`src/rtl/io_initiator.sv`:
```
// io_initiator: queues core IO requests and issues them one at a time on a
// valid/ready system bus, returning a one-cycle completion pulse per request.
// Optional feature: define IO_INITIATOR_TIMEOUT_EN to time out requests that
// wait TIMEOUT_CYCLES for ready; the completion then reports err=1, data=0.
module io_initiator #(
  parameter int QUEUE_DEPTH    = 2,
  parameter int TIMEOUT_CYCLES = 1024
) (
  input  logic        clk,
  input  logic        rst,
  input  logic        core_req_valid,
  output logic        core_req_ready,
  input  logic        core_req_write,
  input  logic [31:0] core_req_addr,
  input  logic [31:0] core_req_data,
  output logic        core_resp_valid,
  output logic [31:0] core_resp_data,
  output logic        core_resp_err,
  output logic        sysbus_o_io_valid,
  output logic        sysbus_o_io_write,
  output logic [31:0] sysbus_o_io_addr,
  output logic [31:0] sysbus_o_io_data,
  input  logic        sysbus_i_io_ready,
  input  logic [31:0] sysbus_i_io_data
);

  localparam int PW = (QUEUE_DEPTH > 1) ? $clog2(QUEUE_DEPTH) : 1;
  localparam int CW = PW + 1;

  typedef struct packed {
    logic        write;
    logic [31:0] addr;
    logic [31:0] data;
  } req_t;

  typedef enum logic [1:0] {IDLE, ISSUE, RELEASE} state_t;

  // request queue
  req_t           mem_q [QUEUE_DEPTH];
  logic [PW-1:0]  wr_ptr_q, wr_ptr_d;
  logic [PW-1:0]  rd_ptr_q, rd_ptr_d;
  logic [CW-1:0]  count_q, count_d;
  logic           full, push, pop;
  req_t           head;

  // bus / response registers
  state_t         state_q, state_d;
  logic           valid_q, valid_d;
  logic           write_q, write_d;
  logic [31:0]    addr_q, addr_d;
  logic [31:0]    data_q, data_d;
  logic           resp_valid_q, resp_valid_d;
  logic [31:0]    resp_data_q, resp_data_d;

`ifdef IO_INITIATOR_TIMEOUT_EN
  logic           err_q, err_d;
  logic [31:0]    tmo_q, tmo_d;
`endif

  assign full           = (count_q == CW'(QUEUE_DEPTH));
  // A pop in the same cycle never frees a slot for a push: ready looks only at full.
  assign core_req_ready = !full && !rst;
  assign push           = core_req_valid && core_req_ready;
  assign head           = mem_q[rd_ptr_q];

  // queue pointer and occupancy next-state
  always_comb begin
    wr_ptr_d = wr_ptr_q;
    rd_ptr_d = rd_ptr_q;
    count_d  = count_q;
    if (push) wr_ptr_d = wr_ptr_q + PW'(1);
    if (pop)  rd_ptr_d = rd_ptr_q + PW'(1);
    case ({push, pop})
      2'b10:   count_d = count_q + CW'(1);
      2'b01:   count_d = count_q - CW'(1);
      default: count_d = count_q;
    endcase
  end

  // queue storage; contents need no reset since occupancy gates every read
  always_ff @(posedge clk) begin
    if (push) mem_q[wr_ptr_q] <= {core_req_write, core_req_addr, core_req_data};
  end

  // issue FSM next-state: the head stays queued until its completion pops it
  always_comb begin
    state_d      = state_q;
    valid_d      = valid_q;
    write_d      = write_q;
    addr_d       = addr_q;
    data_d       = data_q;
    resp_valid_d = 1'b0;
    resp_data_d  = resp_data_q;
    pop          = 1'b0;
`ifdef IO_INITIATOR_TIMEOUT_EN
    err_d        = 1'b0;
    tmo_d        = tmo_q;
`endif
    case (state_q)
      IDLE: begin
        // a ready still high from the last transfer must fall before issuing
        if (count_q != '0 && !sysbus_i_io_ready) begin
          valid_d = 1'b1;
          write_d = head.write;
          addr_d  = head.addr;
          data_d  = head.data;
          state_d = ISSUE;
`ifdef IO_INITIATOR_TIMEOUT_EN
          tmo_d   = '0;
`endif
        end
      end
      ISSUE: begin
        if (sysbus_i_io_ready) begin
          valid_d      = 1'b0;
          pop          = 1'b1;
          resp_valid_d = 1'b1;
          resp_data_d  = sysbus_i_io_data;
          state_d      = RELEASE;
        end
`ifdef IO_INITIATOR_TIMEOUT_EN
        else if (tmo_q == 32'(TIMEOUT_CYCLES - 1)) begin
          valid_d      = 1'b0;
          pop          = 1'b1;
          resp_valid_d = 1'b1;
          resp_data_d  = '0;
          err_d        = 1'b1;
          state_d      = RELEASE;
        end else begin
          tmo_d = tmo_q + 32'd1;
        end
`endif
      end
      RELEASE: begin
        if (!sysbus_i_io_ready) state_d = IDLE;
      end
      default: state_d = IDLE;
    endcase
  end

  // state registers; reset discards any in-flight request without a response
  always_ff @(posedge clk) begin
    if (rst) begin
      state_q      <= IDLE;
      wr_ptr_q     <= '0;
      rd_ptr_q     <= '0;
      count_q      <= '0;
      valid_q      <= 1'b0;
      write_q      <= 1'b0;
      addr_q       <= '0;
      data_q       <= '0;
      resp_valid_q <= 1'b0;
      resp_data_q  <= '0;
`ifdef IO_INITIATOR_TIMEOUT_EN
      err_q        <= 1'b0;
      tmo_q        <= '0;
`endif
    end else begin
      state_q      <= state_d;
      wr_ptr_q     <= wr_ptr_d;
      rd_ptr_q     <= rd_ptr_d;
      count_q      <= count_d;
      valid_q      <= valid_d;
      write_q      <= write_d;
      addr_q       <= addr_d;
      data_q       <= data_d;
      resp_valid_q <= resp_valid_d;
      resp_data_q  <= resp_data_d;
`ifdef IO_INITIATOR_TIMEOUT_EN
      err_q        <= err_d;
      tmo_q        <= tmo_d;
`endif
    end
  end

  assign sysbus_o_io_valid = valid_q;
  assign sysbus_o_io_write = write_q;
  assign sysbus_o_io_addr  = addr_q;
  assign sysbus_o_io_data  = data_q;
  assign core_resp_valid   = resp_valid_q;
  assign core_resp_data    = resp_data_q;
`ifdef IO_INITIATOR_TIMEOUT_EN
  assign core_resp_err     = err_q;
`else
  assign core_resp_err     = 1'b0;
`endif

endmodule

```
`config.mk`:
```
export PLATFORM = sky130hd
export DESIGN_NAME = io_initiator
export DESIGN_NICKNAME = d
export VERILOG_FILES = /design/src/rtl/io_initiator.sv
export SDC_FILE = /design/constraint.sdc
export NUM_CORES = 1
export LEC_CHECK = 0
export ABC_AREA = 1
export BUFFER_PORTS_ARGS = -buffer_cell sky130_fd_sc_hd__buf_2
export CELL_PAD_IN_SITES_DETAIL_PLACEMENT = 1
export CELL_PAD_IN_SITES_GLOBAL_PLACEMENT = 1
export CORE_ASPECT_RATIO = 0.8
export CORE_MARGIN = 2
export CORE_UTILIZATION = 40
export DETAILED_ROUTE_END_ITERATION = 12
export PLACE_DENSITY_LB_ADDON = 0.1
export SLEW_MARGIN = 20
export SYNTH_ARGS = -nofsm -noshare
export SYNTH_HDL_FRONTEND = slang
export SYNTH_SLANG_ARGS = --single-unit
```
`constraint.sdc`:
```
create_clock -name clk -period 4.3 [get_ports clk]
set_clock_uncertainty 0.15 [all_clocks]
set_input_delay 0.43 -clock clk [delete_from_list [all_inputs] [get_ports clk]]
set_output_delay 0.43 -clock clk [all_outputs]
set_load 0.1 [all_outputs]
```
# Word-level counts from Yosys, hierarchy flattened
# Memory sizes are Yosys's and may differ from the RTL's. A register that Yosys moved wholly into a read port is not among the register bits.
# Index checks and enable logic that the tools add are counted.
# totals
ff_bits,40
mem_bits_rw,130
in_bits,101
out_inout_bits,101
word_cells,46
memories,1
# op_classes
n_addsub,4
eq_ne,8
mux,12
n_reduce_logical,14
# mem_list
name,words,word_bits,read_ports,rd_clocked_by_memory_dff,write_ports,line,text
mem_q,2,65,1,1,1,39,req_t mem_q [QUEUE_DEPTH];
# ops
operator,count
equality test 2 bit (second input constant),3
2-to-1 mux 1 bit,6
2-to-1 mux 2 bit,3
!= test 2 bit (second input constant),3
case mux 2 bit (3 select lines),1
AND reduction 3 bit,2
nonzero test 2 bit,3
equality test 2 x 1 -> 1 bit (second input constant),2
case mux 2 bit (2 select lines),1
AND reduction 2 bit,2
logical AND 1 bit,3
logical NOT 1 bit,3
adder 1 bit (second input constant),2
adder 2 x 1 -> 2 bit (second input constant),1
logical NOT 2 bit,1
case mux 1 bit (2 select lines),1
subtractor 2 x 1 -> 2 bit (second input constant),1

# Depth between registers and ports, before layout
# Gate-level depths: netlist of run 1.
# logic_depth
ltp_word,6
ltp_mapped,9
ltp_nobuf,8

# Worst setup path before layout of run 1
# OpenSTA, ideal clock, no wires.
# synth_timing
path_type,input port to flip-flop
start,input port rst
end,memory mem_q[0][0] (netlist name) (enable)
setup_ns,0.488
arrival_time_ns,3.344
required_ns,3.662
setup_slack_ns,0.318
path_stages,3
path_buffers,0
path_cell_list,inv_2 nand3_1 nor2_1
# synth_between
elab_chain_cells,5
# synth_lines
element,line,text
from (decl),10,"input logic rst,"
logical NOT 1 bit,62,assign core_req_ready = !full && !rst;
logical AND 1 bit,62,
logical AND 1 bit,63,assign push = core_req_valid && core_req_ready;
2-to-1 mux 1 bit,82,"if (push) mem_q[wr_ptr_q] <= {core_req_write, core_req_addr, core_req_data};"
2-to-1 mux 1 bit (not written as such),82,
to (decl),39,
# Every way passes these cells.

# Worst setup path in the final report of run 1
# layout_timing
start,register state_q[0]
end,register count_q[1]
# layout_between
elab_chain_cells,4
word_cells_on_any_way,6
classes_between,3 x eq/ne; 2 x mux; 1 x reduce/logical
# layout_lines
element,line,text
from (decl),47,"state_t state_q, state_d;"
from (signal assigned),159,state_q <= state_d;
equality test 2 x 1 -> 1 bit (*),99,case (state_q)
2-to-1 mux 1 bit (*),99,
equality test 2 x 1 -> 1 bit / equality test 2 bit (equally long branches),73,"case ({push, pop})"
case mux 2 bit (2 select lines) / nonzero test 2 bit (equally long branches),-,
to (signal assigned),162,count_q <= count_d;
to (decl),42,"logic [CW-1:0] count_q, count_d;"
# Every way passes the cells marked *; elsewhere a longest branch is shown, timed or not.
# A chain may end at the register's enable or synchronous reset.

==> results of run 1 <==
[worst max-delay path, stage by stage (launching register included)]
cell     delay [ns]
dfxtp_1        0.37
nand3_2        0.61
inv_2          0.74
ha_1           0.37
a21oi_1        0.18
nand3_1        0.09
nand2_1        0.07
nor2_1         0.04
[metal layers]
layer	up-vias	wire length (um)	global-route usage (%)
li1	3445	-	-
met5	-	0	0
met4	0	410	3.99
met2	137	10400	32.7
met1	3117	9850	23.4
met3	30	873	3.04
[metrics by stage]
stage / setup slack (ns) / instance area [um^2] / hold slack [ns] / instances
2_1_floorplan: 0.318 / 8790 / 0.324 / 938
3_3_place_gp: 1.38 / 9970 / 0.300 / 1374
3_5_place_dp: 1.37 / 9970 / 0.305 / 1374
5_1_grt: 1.20 / 11600 / 0.00323 / 1498
6_report: 1.55 / 11600 / 0.0113 / 1499
4_1_cts: 1.52 / 11600 / 0.000292 / 1498
[cell families (layout without fill, tap and decap cells)]
kind of cell               after synthesis  after routing  share of synthesized area [%]
adders and majority gates                1              1                          0.142
AOI/OAI and AO/OA                       41             41                           2.33
buffers and inverters                  120            405                           5.86
and+or+nand+nor                        540            540                           23.3
other                                    1              2                         0.0427
DFF                                    235            235                           68.3
[sequential cells by signal, summed over array words and instances (netlist names)]
register           cells
sysbus_o_io_data      32
wr_ptr_q               1
sysbus_o_io_valid      1
core_resp_valid        1
state_q                2
core_resp_data        32
count_q                2
sysbus_o_io_addr      32
rd_ptr_q               1
mem_q                130
sysbus_o_io_write      1
[synthesized netlist by cell type (all sizes together)]
library cell  number  area, um^2
a21oi             39         195
nand3              5        35.0
o21ai              2        10.0
clkbuf            13        48.8
inv               74         278
or2                1        6.26
buf               33         189
conb               1        3.75
ha                 1        12.5
nand2            397        1490
nand4              1        6.26
dfxtp            105        2100
edfxtp           130        3900
nor2             136         510
[worst max path at each step]
stage,to,slack (ns),cells past startpoint
2_1_floorplan,mem_q[0][0]$_DFFE_PP_,0.32,3
3_3_place_gp,count_q[1]$_SDFFE_PP0P_,1.38,8
3_5_place_dp,mem_q[1][48]$_DFFE_PP_,1.37,5
4_1_cts,count_q[1]$_SDFFE_PP0P_,1.52,7
5_1_grt,count_q[1]$_SDFFE_PP0P_,1.20,7
6_report,count_q[1]$_SDFFE_PP0P_,1.55,7
[final cells by class]
| class | instances | area, um^2 | share of cell area [%] |
|---|---|---|---|
| Tap cell | 275 | 344 | 2.96 |
| Multi-Input combinational cell | 583 | 2280 | 19.7 |
| Antenna cell | 1 | 2.50 | 0.0215 |
| Timing Repair Buffer | 285 | 1830 | 15.8 |
| Sequential cell | 235 | 6010 | 51.7 |
| Clock buffer | 34 | 752 | 6.48 |
| Clock inverter | 12 | 109 | 0.937 |
| Inverter | 74 | 279 | 2.40 |
[power by group through the flow]
| stage | logic, mW | registers [mW] | clock network [mW] |
|---|---|---|---|
| after global placement | 0.826 | 2.57 | 0 |
| after global routing | 0.954 | 2.54 | 2.34 |
| after CTS | 0.895 | 2.53 | 2.25 |
| final | 0.886 | 2.53 | 2.21 |
| after floorplan | 0.234 | 3.00 | 0 |
| after detailed placement | 0.834 | 2.58 | 0 |
==> implementation parameters, run 1 <==
Parameter                              Value

Global route
  Wire length of the first global-routing pass ... 33,800 um
  GRT Total Usage ... 18.3%
  Antenna violations before repair ... 0
  Total overflow reported by the global router ... 0
  Via count of the first global-routing pass ... 6,718
  Largest net degree at the start of global routing ... between 70 and 80

Routing
  Detailed-route wire length ... between 20,000 and 25,000 um
  Residual DRC count ... 0
  Final antenna-violating net count ... 0
  Average wire per cell in the routed design ... 14.4 um
  Via density per instance ... 4.49
  Via count ... 6,729
  Violation count after the first detailed-routing iteration ... 290
  Count of TritonRoute iterations in the first routing pass ... 4

Power and ir drop
  Leakage power of the design ... roughly 5.4 nW
  Clock share of power ... between 30% and 40%
  Power per standard cell area ... slightly below 500 nW/um^2
  Internal power ... approximately 4 mW
  Power dissipated by switching net loads ... 1.60 mW
  Design Power ... 5.62 mW
  Worst VDD drop ... roughly 0.28 mV
  Switching power as a share of total power ... 28.5%
  Sequential fraction of design power ... 45.0%
  Combinational power share ... 15.8%

STA
  Setup TNS ... 0 ns
  Hold Violations, Final ... 0
  Setup repair after global routing missed its margin ... false
  Final count of pins violating max slew ... 0
  Highest achievable clock rate ... approximately 360 MHz
  Final clock period utilization by the worst path ... a little under two thirds
  Relative slew slack ... roughly two fifths
  Final period demand of the worst path ... roughly 2.7 ns
  Number of failing setup endpoints in the final timing report ... 0
  Slew @ Worst Pin ... 0.921 ns

Clock network
  Worst skew pair latency ... 0.52 ns
  Root Buffer Master ... clkbuf_16
  Buffers from clock root to sink, at most ... 3
  Maximum level of the CTS H-tree ... 1
  CTS resizes ... 0
  Clock-pin slew on the worst setup and hold paths ... 0.06 ns
  Clock tree sinks ... 235
  TritonCTS clock tree ... built
  Post-CTS Repair Setup Buffers ... 0
  Count of hold buffers inserted by post-cts repair ... 78
  Number of buffers inserted during clock tree synthesis ... 25

Worst setup path
  Depth of the worst register-to-register path ... 7
  Required time at the endpoint of the critical path ... roughly 4.6 ns
  Arrival time worst endpoint ... 3.00 ns
  CP max FO ... 37
  Slack of the worst reg-to-reg path ... 1.55 ns
  Source of the worst register-to-register timing path ... state_q[0]$_SDFFE_PP0P_
  Worst Setup End Kind ... flip-flop
  Critical path startpoint ... state_q[0]$_SDFFE_PP0P_
  Classification of the worst setup path ... flip-flop to flip-flop
  Critical Path Source Type ... flip-flop
  RR Endpoint ... count_q[1]$_SDFFE_PP0P_

Flow run
  Max-cap check violation count ... 0

Final layout
  Final-stage net count ... 1,306
  Most frequent standard cell in the layout excluding fill and tap cells ... nand2_1
  Area growth from synthesis to layout ... 32.1%
  Layout cell share with drive strength beyond 1 ... 21.1%
  Top library cells by usage in the layout, fill and taps aside ... nand2_1, buf_2, nor2_1
  Utilization of the core after routing ... roughly 54%
  Fill cell count ... 2,492

Floorplanning
  Horizontal extent of the die ... roughly 170 um
  Total die area ... 23,200 um^2
  CORE AREA ... 21,600 um^2
  Die Span Y ... around 140 um
  Row Count ... 48
  Count of boundary I/O pins ... around 200
  Initial core utilization ... 40.8%

Worst hold path
  End point of the most critical hold path ... core_resp_data[15]$_SDFFE_PP0P_
  Hold path startpoint ... sysbus_i_io_data[15]
  Number of cells on the worst hold path ... 3
  Class of the tightest hold or removal check ... input pin to flip-flop

Yosys
  Share of synthesized area occupied by flip-flops and latches ... around two thirds
  Post-synthesis instance total ... 938
  Synth warnings ... 0
  Synthesized flop and latch total ... 235
  Net Count, Synth ... 1,040
  Avg Synthesized Cell Area ... 9.37 um^2
  Total standard cell area after synthesis ... 8790 um^2
  Synth cell types ... 19

Outcome
  Run status ... completed

Place
  Routability Congestion ... 0.691
  Port-buffer cells ... 200
  Detailed placement HPWL ... 12,600 um
No activity file was read; power rests on OpenSTA's default activity.
==> run 2, diff against run 1 <==
clock period = 2.55 ns   (was 4.3 ns; I/O delays follow)
==> run 2 against run 1 <==
Effect of this change:
- via count up 3.6%
- die area unchanged
- worst hold slack improved by 0.030 ns
- utilization grew 1.4 points
- power is 70% higher
- routed wire length up 7.7%
- critical path type is now flip-flop to output pin
- critical endpoint is now core_req_ready
- largest cell class unchanged
==> implementation parameters, run 2 (same netlist as run 1, synthesis figures left out) <==
Parameter                              Value

Worst setup path
  Largest delay contributor family on the critical path ... buffers and inverters (was simple AND/OR/NAND/NOR gates)
  Cell-by-cell listing of the critical path ... inv_2 -> a21oi_1 -> buf_2 (was nand3_2 -> inv_2 -> ha_1 -> a21oi_1 -> nand3_1 -> nand2_1 -> nor2_1)
  Worst Setup End Kind ... output pin (was flip-flop)
  Buffer and inverter count on the worst path ... 2 (was 1)
  Critical Path Source Type ... flip-flop (unchanged)
  CP max FO ... 5 (was 37)
  Slowest cell on the critical path ... buf_2 (was inv_2)
  Arrival time worst endpoint ... 1.51 ns (was 3.00 ns)
  Classification of the worst setup path ... flip-flop to output pin (was flip-flop to flip-flop)
  Highest cell delay on the worst timing path ... 0.45 ns (was 0.74 ns)
  Required time at the endpoint of the critical path ... 2.14 ns (was 4.56 ns)

Power and ir drop
  Sequential fraction of design power ... 44.7% (was 45.0%)
  Clock share of power ... 39.2% (was 39.3%)
  Internal power ... 6.86 mW (was 4.02 mW)
  Leakage power of the design ... 5.55 nW (was 5.42 nW)
  Combinational power share ... 16.1% (was 15.8%)
  Switching power as a share of total power ... 28.2% (was 28.5%)
  Design Power ... 9.55 mW (was 5.62 mW)
  Worst VDD drop ... 0.604 mV (was 0.285 mV)
  Power per standard cell area ... 802 nW/um^2 (was 484 nW/um^2)
  Power dissipated by switching net loads ... 2.69 mW (was 1.60 mW)

Floorplanning
  Initial core utilization ... 40.8% (unchanged)
  Horizontal extent of the die ... 170 um (unchanged)
  Total die area ... 23,200 um^2 (unchanged)
  Die Span Y ... 137 um (unchanged)
  Row Count ... 48 (unchanged)
  CORE AREA ... 21,600 um^2 (unchanged)
  Count of boundary I/O pins ... 202 (unchanged)

Final layout
  Area growth from synthesis to layout ... 35.5% (was 32.1%)
  Register containing the most flip-flops in the final layout ... mem_q (unchanged)
  Count of inserted antenna diode cells ... 0 (was 1)
  Utilization of the core after routing ... 55.2% (was 53.9%)
  Final-stage net count ... 1,335 (was 1,306)
  Most frequent standard cell in the layout excluding fill and tap cells ... nand2_1 (unchanged)
  Top library cells by usage in the layout, fill and taps aside ... nand2_1, buf_2, nor2_1 (unchanged)
  Flip-flop count of the largest register after layout ... 130 (unchanged)
  Layout cell share with drive strength beyond 1 ... 21.1% (about the same)

Routing
  Via count ... 6,969 (was 6,729)
  Final antenna-violating net count ... 0 (unchanged)
  Average wire per cell in the routed design ... 15.2 um (was 14.4 um)
  Count of TritonRoute iterations in the first routing pass ... 4 (unchanged)
  Via density per instance ... 4.56 (was 4.49)
  Violation count after the first detailed-routing iteration ... 279 (was 290)
  Detailed-route wire length ... 23,200 um (was 21,500 um)
  Residual DRC count ... 0 (unchanged)

Clock network
  Number of buffers inserted during clock tree synthesis ... 25 (unchanged)
  Worst skew pair latency ... 0.51 ns (was 0.52 ns)
  Clock tree sinks ... 235 (unchanged)
  Maximum level of the CTS H-tree ... 1 (unchanged)
  Buffers from clock root to sink, at most ... 3 (unchanged)
  CTS resizes ... 0 (unchanged)
  Post-CTS Repair Setup Buffers ... 0 (unchanged)
  Clock-pin slew on the worst setup and hold paths ... 0.06 ns (about the same)
  TritonCTS clock tree ... built (unchanged)
  Root Buffer Master ... clkbuf_16 (unchanged)

Global route
  GRT Total Usage ... 20.0% (was 18.3%)
  Total overflow reported by the global router ... 0 (unchanged)
  Via count of the first global-routing pass ... 7,283 (was 6,718)
  Largest net degree at the start of global routing ... 56 (was 73)
  Wire length of the first global-routing pass ... 36,900 um (was 33,800 um)
  Antenna violations before repair ... 0 (unchanged)

Flow run
  Max-cap check violation count ... 0 (unchanged)

STA
  Setup TNS ... 0 ns (unchanged)
  Setup repair after global routing missed its margin ... false (unchanged)
  Relative slew slack ... 60.6% (was 38.6%)
  Number of failing setup endpoints in the final timing report ... 0 (unchanged)
  Slew @ Worst Pin ... 0.591 ns (was 0.921 ns)
  Final period demand of the worst path ... around 1.9 ns
  Hold Violations, Final ... 0 (unchanged)
  Final count of pins violating max slew ... 0 (unchanged)
  Post-Route Hold Slack ... 0.0417 ns (was 0.0113 ns)
  Final clock period utilization by the worst path ... around 75%
  Highest achievable clock rate ... 522 MHz

Place
  Port-buffer cells ... 200 (unchanged)
  Routability Congestion ... 0.691 (unchanged)
  Detailed placement HPWL ... 13,500 um (was 12,600 um)

Worst hold path
  Class of the tightest hold or removal check ... input pin to flip-flop (unchanged)

Outcome
  Run status ... completed (unchanged)
[run 2: cell count changes in the layout (fill, tap and decap cells not counted), moves of 2 or more]
cell | previous run | this run
buf_12 | 0 | 2
buf_4 | 7 | 13
clkbuf_1 | 2 | 8
clkinv_1 | 4 | 0
clkinv_2 | 6 | 2
dlygate4sd3_1 | 78 | 99
[run 2: final cells by class]
class,instances,area (um^2)
Clock buffer,41,788
Clock inverter,5,78.8
Fill cell,2485,9650
Inverter,74,278
Multi-Input combinational cell,583,2280
Sequential cell,235,6010
Tap cell,275,344
Timing Repair Buffer,314,2130
[run 2: repair_timing]
action	in CTS	in global routing
endpoints found under the setup margin	0	0
hold buffers	99	0
hold endpoints to repair	165	0
[run 2: final timing paths]
path                               endpoint                           start  slack (ns)  depth (start not counted)
min                   wr_ptr_q$_SDFFE_PP0P_                             rst        0.04                          5
max reg2reg          mem_q[0][53]$_DFFE_PP_         count_q[0]$_SDFFE_PP0P_        0.74                          5
min reg2reg  sysbus_o_io_valid$_SDFFE_PP0P_  sysbus_o_io_valid$_SDFFE_PP0P_        0.31                          2
max                          core_req_ready         count_q[0]$_SDFFE_PP0P_        0.63                          3
[run 2: metrics by stage]
stage / setup WS [ns] / std cells / cell area, um^2
3_3_place_gp: 0.717 / 1382 / 10100
2_1_floorplan: 0.0834 / 938 / 8800
3_5_place_dp: 0.668 / 1382 / 10100
5_1_grt: 0.504 / 1527 / 11900
6_report: 0.634 / 1527 / 11900
4_1_cts: 0.607 / 1527 / 11900
[run 2: worst register-to-register path, cell delays in order, from the launching register on]
cell	delay, ns
dfxtp_1	0.36
inv_2	0.07
nand2_1	0.07
nand3_1	0.16
nor2_4	0.14
buf_4	0.45
[run 2: power groups by stage]
stage / Sequential, mW / Combinational [mW] / Clock (mW)
floorplan: 5.05 / 0.396 / 0
global placement: 4.34 / 1.40 / 0
detailed placement: 4.35 / 1.42 / 0
CTS: 4.27 / 1.55 / 3.85
global route: 4.28 / 1.65 / 3.99
finish: 4.27 / 1.54 / 3.75
[run 2: routing by layer]
| metal | vias up | routed length [um] | track usage, % |
|---|---|---|---|
| met2 | 144 | 11500 | 35.6 |
| met5 | - | 0 | 0 |
| met1 | 3294 | 10300 | 25.6 |
| li1 | 3499 | - | - |
| met3 | 32 | 940 | 3.27 |
| met4 | 0 | 448 | 4.75 |
